[config.mk]
export PLATFORM = sky130hd
export DESIGN_NAME = fp_mul_param
export DESIGN_NICKNAME = d
export VERILOG_FILES = /design/src/rtl/fp_mul_param.sv
export SDC_FILE = /design/constraint.sdc
export NUM_CORES = 2
export LEC_CHECK = 0
export CORE_ASPECT_RATIO = 1.4
export CORE_UTILIZATION = 30
export CTS_CLUSTER_DIAMETER = 200
export CTS_CLUSTER_SIZE = 12
export DETAILED_ROUTE_END_ITERATION = 12
export SETUP_SLACK_MARGIN = 0.1
export SLEW_MARGIN = 0
export SYNTH_ARGS = -nofsm -noshare
export SYNTH_HDL_FRONTEND = slang
export SYNTH_SLANG_ARGS = --single-unit
export TNS_END_PERCENT = 5
[constraint.sdc]
create_clock -name clk -period 8.5 [get_ports clk]
set_input_delay 1.7 -clock clk [delete_from_list [all_inputs] [get_ports clk]]
set_output_delay 1.7 -clock clk [all_outputs]
set_load 0.02 [all_outputs]
[src/rtl/fp_mul_param.sv]
// fp_mul_param: parametrised multi-cycle IEEE-754 multiplier.
//
// Operands are latched on acceptance, classified, then finite operands go
// through multiply / normalise / round / range-check states. Special operands
// (zero, infinity, NaN) take a short path straight to the finish state.
// Denormal inputs are treated as zero. Results flush to zero on underflow and
// saturate to infinity on overflow. Rounding is round-to-nearest-even.
//
// Ports:
//   clk            rising-edge clock
//   rst            synchronous active-high reset (aborts any operation)
//   ready          start request, only looked at while idle
//   op1, op2       operands, captured on the accepting edge
//   res            result, updated with done and held until the next done
//   done           one-cycle completion pulse
//   busy           high whenever the unit is not idle
//   flag_invalid   NaN operand or zero times infinity
//   flag_overflow  finite operands produced a result saturated to infinity
//   flag_underflow nonzero finite result flushed to zero
//   flag_inexact   delivered result differs from the exact product
//
// Handshake: while busy=0, ready=1 at a rising edge starts an operation with
// the op1/op2 present at that edge and busy rises. Exactly one done pulse
// follows (2 cycles later on the special path, 5 on the normal path); res and
// the flags change at that same edge. The cycle after done is idle, so a
// held ready starts the next operation immediately.
module fp_mul_param #(
  parameter int EXP_W = 8,
  parameter int MAN_W = 23
) (
  input  logic                   clk,
  input  logic                   rst,
  input  logic                   ready,
  input  logic [EXP_W+MAN_W:0]   op1,
  input  logic [EXP_W+MAN_W:0]   op2,
  output logic [EXP_W+MAN_W:0]   res,
  output logic                   done,
  output logic                   busy,
  output logic                   flag_invalid,
  output logic                   flag_overflow,
  output logic                   flag_underflow,
  output logic                   flag_inexact
);

  localparam int W  = 1 + EXP_W + MAN_W;
  localparam int SW = MAN_W + 1;
  localparam int PW = 2 * SW;

  localparam logic [EXP_W-1:0] EMAX   = {EXP_W{1'b1}};
  localparam logic [EXP_W+1:0] EMAX_X = {2'b00, {EXP_W{1'b1}}};
  localparam logic [EXP_W+1:0] BIAS_X = {3'b000, {(EXP_W-1){1'b1}}};
  localparam logic [EXP_W+1:0] ONE_X  = {{(EXP_W+1){1'b0}}, 1'b1};
  localparam logic [W-1:0]     QNAN   = {1'b0, {EXP_W{1'b1}}, 1'b1, {(MAN_W-1){1'b0}}};

  typedef enum logic [2:0] {
    ST_IDLE,
    ST_CLASS,
    ST_MULT,
    ST_NORM,
    ST_ROUND,
    ST_FINISH
  } state_t;

  state_t state, state_next;

  // Datapath registers
  logic [W-1:0]       a_r, b_r;
  logic               sign_r;
  logic               spec_r;
  logic [W-1:0]       spec_res_r;
  logic               spec_inv_r;
  logic [PW-1:0]      p_r;
  // Biased exponent carried with two extra bits: MSB is the sign so that
  // underflowed (negative) exponents stay distinguishable from large ones.
  logic [EXP_W+1:0]   e_r;
  logic [MAN_W-1:0]   frac_r;
  logic               guard_r, sticky_r, inexact_r;

  // Operand fields and classification
  logic [EXP_W-1:0] e1, e2;
  logic [MAN_W-1:0] f1, f2;
  logic             zero1, zero2, inf1, inf2, nan1, nan2;
  logic             special, sign_x;
  logic [W-1:0]     spec_res;
  logic             spec_inv;

  always_comb begin
    e1      = a_r[W-2 -: EXP_W];
    e2      = b_r[W-2 -: EXP_W];
    f1      = a_r[MAN_W-1:0];
    f2      = b_r[MAN_W-1:0];
    sign_x  = a_r[W-1] ^ b_r[W-1];
    zero1   = (e1 == '0);
    zero2   = (e2 == '0);
    inf1    = (e1 == EMAX) && (f1 == '0);
    inf2    = (e2 == EMAX) && (f2 == '0);
    nan1    = (e1 == EMAX) && (f1 != '0);
    nan2    = (e2 == EMAX) && (f2 != '0);
    special = zero1 | zero2 | inf1 | inf2 | nan1 | nan2;
    spec_res = '0;
    spec_inv = 1'b0;
    if (nan1 || nan2 || (zero1 && inf2) || (inf1 && zero2)) begin
      spec_res = QNAN;
      spec_inv = 1'b1;
    end else if (zero1 || zero2) begin
      spec_res = {sign_x, {(W-1){1'b0}}};
    end else begin
      spec_res = {sign_x, EMAX, {MAN_W{1'b0}}};
    end
  end

  // Normalisation: the product of two [1,2) significands lies in [1,4), so
  // the leading one sits in one of the top two bits.
  logic [PW-1:0]    pn;
  logic [MAN_W-1:0] frac_n;
  logic             guard_n, sticky_n;

  always_comb begin
    pn       = p_r[PW-1] ? p_r : (p_r << 1);
    frac_n   = pn[PW-2 -: MAN_W];
    guard_n  = pn[PW-2-MAN_W];
    sticky_n = |pn[PW-3-MAN_W:0];
  end

  // Rounding increment; a carry out of the fraction means the significand
  // became exactly 2.0, which is fraction 0 with the exponent bumped.
  logic             inc, carry;
  logic [MAN_W-1:0] frac_rnd;

  always_comb begin
    inc              = guard_r & (sticky_r | frac_r[0]);
    {carry, frac_rnd} = {1'b0, frac_r} + {{MAN_W{1'b0}}, inc};
  end

  // Range check and final assembly of the normal path
  logic [W-1:0] fin_res;
  logic         fin_ovf, fin_unf, fin_inx;

  always_comb begin
    fin_res = {sign_r, e_r[EXP_W-1:0], frac_r};
    fin_ovf = 1'b0;
    fin_unf = 1'b0;
    fin_inx = inexact_r;
    if (!e_r[EXP_W+1] && (e_r >= EMAX_X)) begin
      fin_res = {sign_r, EMAX, {MAN_W{1'b0}}};
      fin_ovf = 1'b1;
      fin_inx = 1'b1;
    end else if (e_r[EXP_W+1] || (e_r == '0)) begin
      fin_res = {sign_r, {(W-1){1'b0}}};
      fin_unf = 1'b1;
      fin_inx = 1'b1;
    end
  end

  // State register
  always_ff @(posedge clk) begin
    if (rst) state <= ST_IDLE;
    else     state <= state_next;
  end

  // Next-state logic
  always_comb begin
    state_next = state;
    case (state)
      ST_IDLE:   if (ready) state_next = ST_CLASS;
      ST_CLASS:  state_next = special ? ST_FINISH : ST_MULT;
      ST_MULT:   state_next = ST_NORM;
      ST_NORM:   state_next = ST_ROUND;
      ST_ROUND:  state_next = ST_FINISH;
      ST_FINISH: state_next = ST_IDLE;
      default:   state_next = ST_IDLE;
    endcase
  end

  assign busy = (state != ST_IDLE);

  // Datapath and registered outputs
  always_ff @(posedge clk) begin
    if (rst) begin
      res            <= '0;
      done           <= 1'b0;
      flag_invalid   <= 1'b0;
      flag_overflow  <= 1'b0;
      flag_underflow <= 1'b0;
      flag_inexact   <= 1'b0;
    end else begin
      done <= 1'b0;
      case (state)
        ST_IDLE: begin
          if (ready) begin
            a_r            <= op1;
            b_r            <= op2;
            flag_invalid   <= 1'b0;
            flag_overflow  <= 1'b0;
            flag_underflow <= 1'b0;
            flag_inexact   <= 1'b0;
          end
        end
        ST_CLASS: begin
          sign_r     <= sign_x;
          spec_r     <= special;
          spec_res_r <= spec_res;
          spec_inv_r <= spec_inv;
        end
        ST_MULT: begin
          p_r <= {{SW{1'b0}}, 1'b1, f1} * {{SW{1'b0}}, 1'b1, f2};
          e_r <= {2'b00, e1} + {2'b00, e2} - BIAS_X;
        end
        ST_NORM: begin
          if (p_r[PW-1]) e_r <= e_r + ONE_X;
          frac_r   <= frac_n;
          guard_r  <= guard_n;
          sticky_r <= sticky_n;
        end
        ST_ROUND: begin
          frac_r    <= frac_rnd;
          if (carry) e_r <= e_r + ONE_X;
          inexact_r <= guard_r | sticky_r;
        end
        ST_FINISH: begin
          done <= 1'b1;
          if (spec_r) begin
            res          <= spec_res_r;
            flag_invalid <= spec_inv_r;
          end else begin
            res            <= fin_res;
            flag_overflow  <= fin_ovf;
            flag_underflow <= fin_unf;
            flag_inexact   <= fin_inx;
          end
        end
        default: ;
      endcase
    end
  end

endmodule

==> metrics.log <==
INFO  metric outcome = finished, final reports clean
INFO  metric avgViaCountPerCell = 4.67
INFO  metric antenna_violations_before_repair = 0
INFO  metric routed_wirelength = 73,800 µm
INFO  metric boundaryPins = 105
INFO  metric post_synth_instance_area = approximately 0.027 mm²
INFO  metric synth_seq_cells = 194
INFO  metric fmax = about 0.13 GHz
INFO  metric layout.cells.most_common_list = inv_1, fa_1, nand2_1, and2_1, ha_1
INFO  metric cts_tree = built
INFO  metric postSynth.topFlopCell = edfxtp_1
INFO  metric layout-drive-gt1-share = 4.25%
INFO  metric fin_util = between 30 and 40%
INFO  metric die_x = 254 µm
INFO  metric cp_max_fo = 14
INFO  metric whs_path_depth = 2
INFO  metric cts_inserted_buffers = 17
INFO  metric fraction_of_synthesized_cell_area_in_xor_and_xnor_cells = about 2.7%
INFO  metric postRouteAntennaNets = 0
INFO  metric regToRegSetupSlack = 0.81 ns
INFO  metric final.setup.tns = 0 ns
INFO  metric grt_overflow = 0
INFO  metric clk_pin_slew_worst_paths = ~0.10 ns
INFO  metric rr_endpoint = p_r[46]$_DFFE_PP_
INFO  metric finalCritPeriodShare = about nine tenths
INFO  metric syn_inst = 2,730
INFO  metric max_cap_violations = 0
INFO  metric setup_repair_after_global_routing_missed_its_margin = no
INFO  metric ys_seq_area_share = roughly a fifth
INFO  metric cp_cell_sequence = buf_4 > nand2_1 > fa_1 > inv_1 > fa_1 > inv_1 > fa_1 > fa_1 > inv_1 > fa_1 > fa_1 > inv_1 > fa_1 > inv_1 > ha_1 > nand3_1 > nor2_1 > a221oi_1 > o221ai_2 > a211oi_1 > nor2_1 > nand3_1 > o21ai_1 > xor2_1
INFO  metric drc_errors = 0
INFO  metric number_of_enable_flip_flop_cells_after_synthesis = between 150 and 200
INFO  metric post-dp-hpwl = 59,300 µm
INFO  metric clock-root-buffer = clkbuf_16
INFO  metric slew_hr = 20.6%
INFO  metric cts_max_level = 4
INFO  metric fillCellCount = between 8,000 and 9,000
INFO  metric worst_r2r_startpoint = b_r[3]$_DFFE_PP_
INFO  metric first_pass_iters = 5
INFO  metric yosys_warnings = 0
INFO  metric synth_top_family_by_area = adder cells
INFO  metric synth.area.mux_share = less than 1%
INFO  metric worst_hold_startpoint = res[27]$_SDFFE_PP0P_
INFO  metric detailedRoute.firstIterationViolations = around 1,100
INFO  metric crit_required = 8.76 ns
INFO  metric fin_worst_skew = 0.0312 ns
INFO  metric post_synth_and_or_nand_nor_area_fraction = between 10% and 20%
INFO  metric start_kind = flip-flop
INFO  metric worst-slew-pin-transition = around 1.2 ns
INFO  metric die_area = 0.0899 mm²
INFO  metric worstSetupPathType = reg -> reg
INFO  metric area.growth.synth_to_final = 11.6%
INFO  metric start_util = 30.4%
INFO  metric insertion_delay = 0.51 ns
INFO  metric finalSetupViolCount = 0
INFO  metric vias = 18,500
INFO  metric netlist-cell-type-count = 64
INFO  metric area_fraction_in_compound_gates_after_synthesis = 5.86%
INFO  metric post_drt_wl_per_cell = 18.6 µm
INFO  metric path_common_cell = fa_1
INFO  metric holdPathEnd = res[27]$_SDFFE_PP0P_
INFO  metric synth_fp_nets = 3,472
INFO  metric critical_path.endpoint_type = flip-flop
INFO  metric core_area = 0.0874 mm²
INFO  metric worst-r2r-cell-count = 24
INFO  metric cts_setup_buffers = 0
INFO  metric timing.final.max_slew_violations = 0
INFO  metric dpl_cell_area = 0.0291 mm²
INFO  metric syn_avg_cell_area = 9.75 µm²
INFO  metric finish.net_count = roughly 3,500
INFO  metric max_stage_delay_on_crit_path = 0.87 ns
INFO  metric report.final.hold_viol_count = 0
INFO  metric fraction_of_synthesis_flops_using_an_asynchronous_set_or_reset_pin = 0%
INFO  metric die_ht = 354 µm
INFO  metric post_cts_resized = 0
INFO  metric globalRouteTotalUtil = 17.1%
INFO  metric last_weighted_congestion_value_of_the_routability_driven_placer = 0.896
INFO  metric postCtsHoldBufs = 0
INFO  metric hp-class = reg -> reg
INFO  metric largest_net_degree_at_the_start_of_global_routing = 54
INFO  metric ctsLongestPathBuffers = 2
INFO  metric postLayoutCellArea = 0.0297 mm²
INFO  metric cpMaxStageDelayCell = edfxtp_1
INFO  metric num_rows = around 130
INFO  metric synth-adder-area-share = 45.4%
INFO  metric clock_sink_count = between 150 and 200
INFO  metric global_route_wire_length_before_repair = between 100,000 and 150,000 µm
INFO  metric period_minus_slack = 7.69 ns
INFO  metric worst-endpoint-arrival = slightly below 8 ns
INFO  metric first_global_vias = 20,100
INFO  metric io_buffer_count = 104
INFO  metric most_common_cell_after_layout_fill_and_taps_aside = inv_1
-- final cells by class --
cell class / count / area (µm²) / area share, %
Clock inverter: 14 / 173 / 0.581
Timing Repair Buffer: 162 / 1470 / 4.95
Inverter: 601 / 2260 / 7.59
Tap cell: 1170 / 1460 / 4.93
Clock buffer: 18 / 439 / 1.48
Sequential cell: 194 / 5430 / 18.3
Multi-Input combinational cell: 1813 / 18500 / 62.2
Antenna cell: 1 / 2.50 / 0.00842
-- metal layers --
layer / global-route usage [%] / part of all wire, % / vias up
met1: 19.9 / 40 / 9405
met4: 7.47 / 4.0 / 0
li1: - / - / 8478
met2: 30.7 / 51 / 542
met5: 0 / 0 / -
met3: 2.79 / 5.0 / 116
-- flip-flops by register name, summed over array words and instances (netlist names), 3 cells and up --
register / count
res: 32
p_r: 48
spec_res_r: 3
e_r: 10
frac_r: 23
b_r: 32
a_r: 32
state: 3
-- cells by family after synthesis --
logic type | Yosys count
compound gates | 232
xor+xnor | 81
fa+ha+maj | 675
buf+inv | 723
flops | 194
mux | 26
simple gates | 799
-- how the worst max path moves through the flow --
stage	startpoint	cells past startpoint	slack, ns	to
2_1_floorplan	a_r[13]$_DFFE_PP_	26	1.84	p_r[43]$_DFFE_PP_
3_3_place_gp	b_r[3]$_DFFE_PP_	24	0.87	p_r[46]$_DFFE_PP_
3_5_place_dp	a_r[10]$_DFFE_PP_	24	0.86	p_r[46]$_DFFE_PP_
4_1_cts	a_r[10]$_DFFE_PP_	24	0.83	p_r[46]$_DFFE_PP_
5_1_grt	a_r[10]$_DFFE_PP_	24	0.45	p_r[46]$_DFFE_PP_
6_report	b_r[3]$_DFFE_PP_	24	0.81	p_r[46]$_DFFE_PP_
-- synthesized netlist by cell type, drive strengths merged, types with 3 or more instances --
| cell type | n | area (µm²) |
|---|---|---|
| a21o | 30 | 226 |
| a21oi | 59 | 303 |
| nand2 | 334 | 1250 |
| nand2b | 4 | 25.0 |
| xnor2 | 47 | 412 |
| dfxtp | 40 | 801 |
| fa | 483 | 9670 |
| inv | 598 | 2240 |
| or3 | 5 | 31.3 |
| buf | 11 | 57.6 |
| o31ai | 3 | 36.3 |
| clkinv | 3 | 11.3 |
| xor2 | 34 | 298 |
| nor2b | 3 | 18.8 |
| o21bai | 10 | 75.1 |
| a211oi | 11 | 82.6 |
| mux2i | 24 | 240 |
| o21a | 3 | 22.5 |
| nand4 | 19 | 125 |
| a31oi | 9 | 77.6 |
| a311oi | 4 | 35.0 |
| and3 | 9 | 56.3 |
| a22oi | 25 | 188 |
| a211o | 5 | 45.0 |
| nand3 | 32 | 160 |
| nor4 | 21 | 131 |
| o21ai | 56 | 299 |
| and2 | 245 | 1530 |
| ha | 192 | 2400 |
| nor2 | 106 | 403 |
| a31o | 3 | 26.3 |
| nor3 | 16 | 80.1 |
| clkbuf | 111 | 418 |
| edfxtp | 154 | 4620 |
-- worst max-delay path, delay by kind of cell (launching register included) --
family                     cells  cell delay [ns]
adders and majority gates      8             3.89
AOI/OAI and AO/OA              4             1.35
DFF                            1             0.87
and+or+nand+nor                5             0.62
buffers and inverters          6             0.59
xor gates and xnor gates       1             0.14
-- stage by stage --
step | hold WS (ns) | setup slack, ns | instances
6_report | 0.488 | 0.806 | 3973
3_3_place_gp | 0.475 | 0.868 | 3940
5_1_grt | 0.515 | 0.450 | 3972
3_5_place_dp | 0.484 | 0.865 | 3940
4_1_cts | 0.496 | 0.834 | 3972
2_1_floorplan | 0.480 | 1.84 | 2730
Power is not shown: default switching activity piles up to over one toggle a cycle in this logic, so the estimate is an artifact.
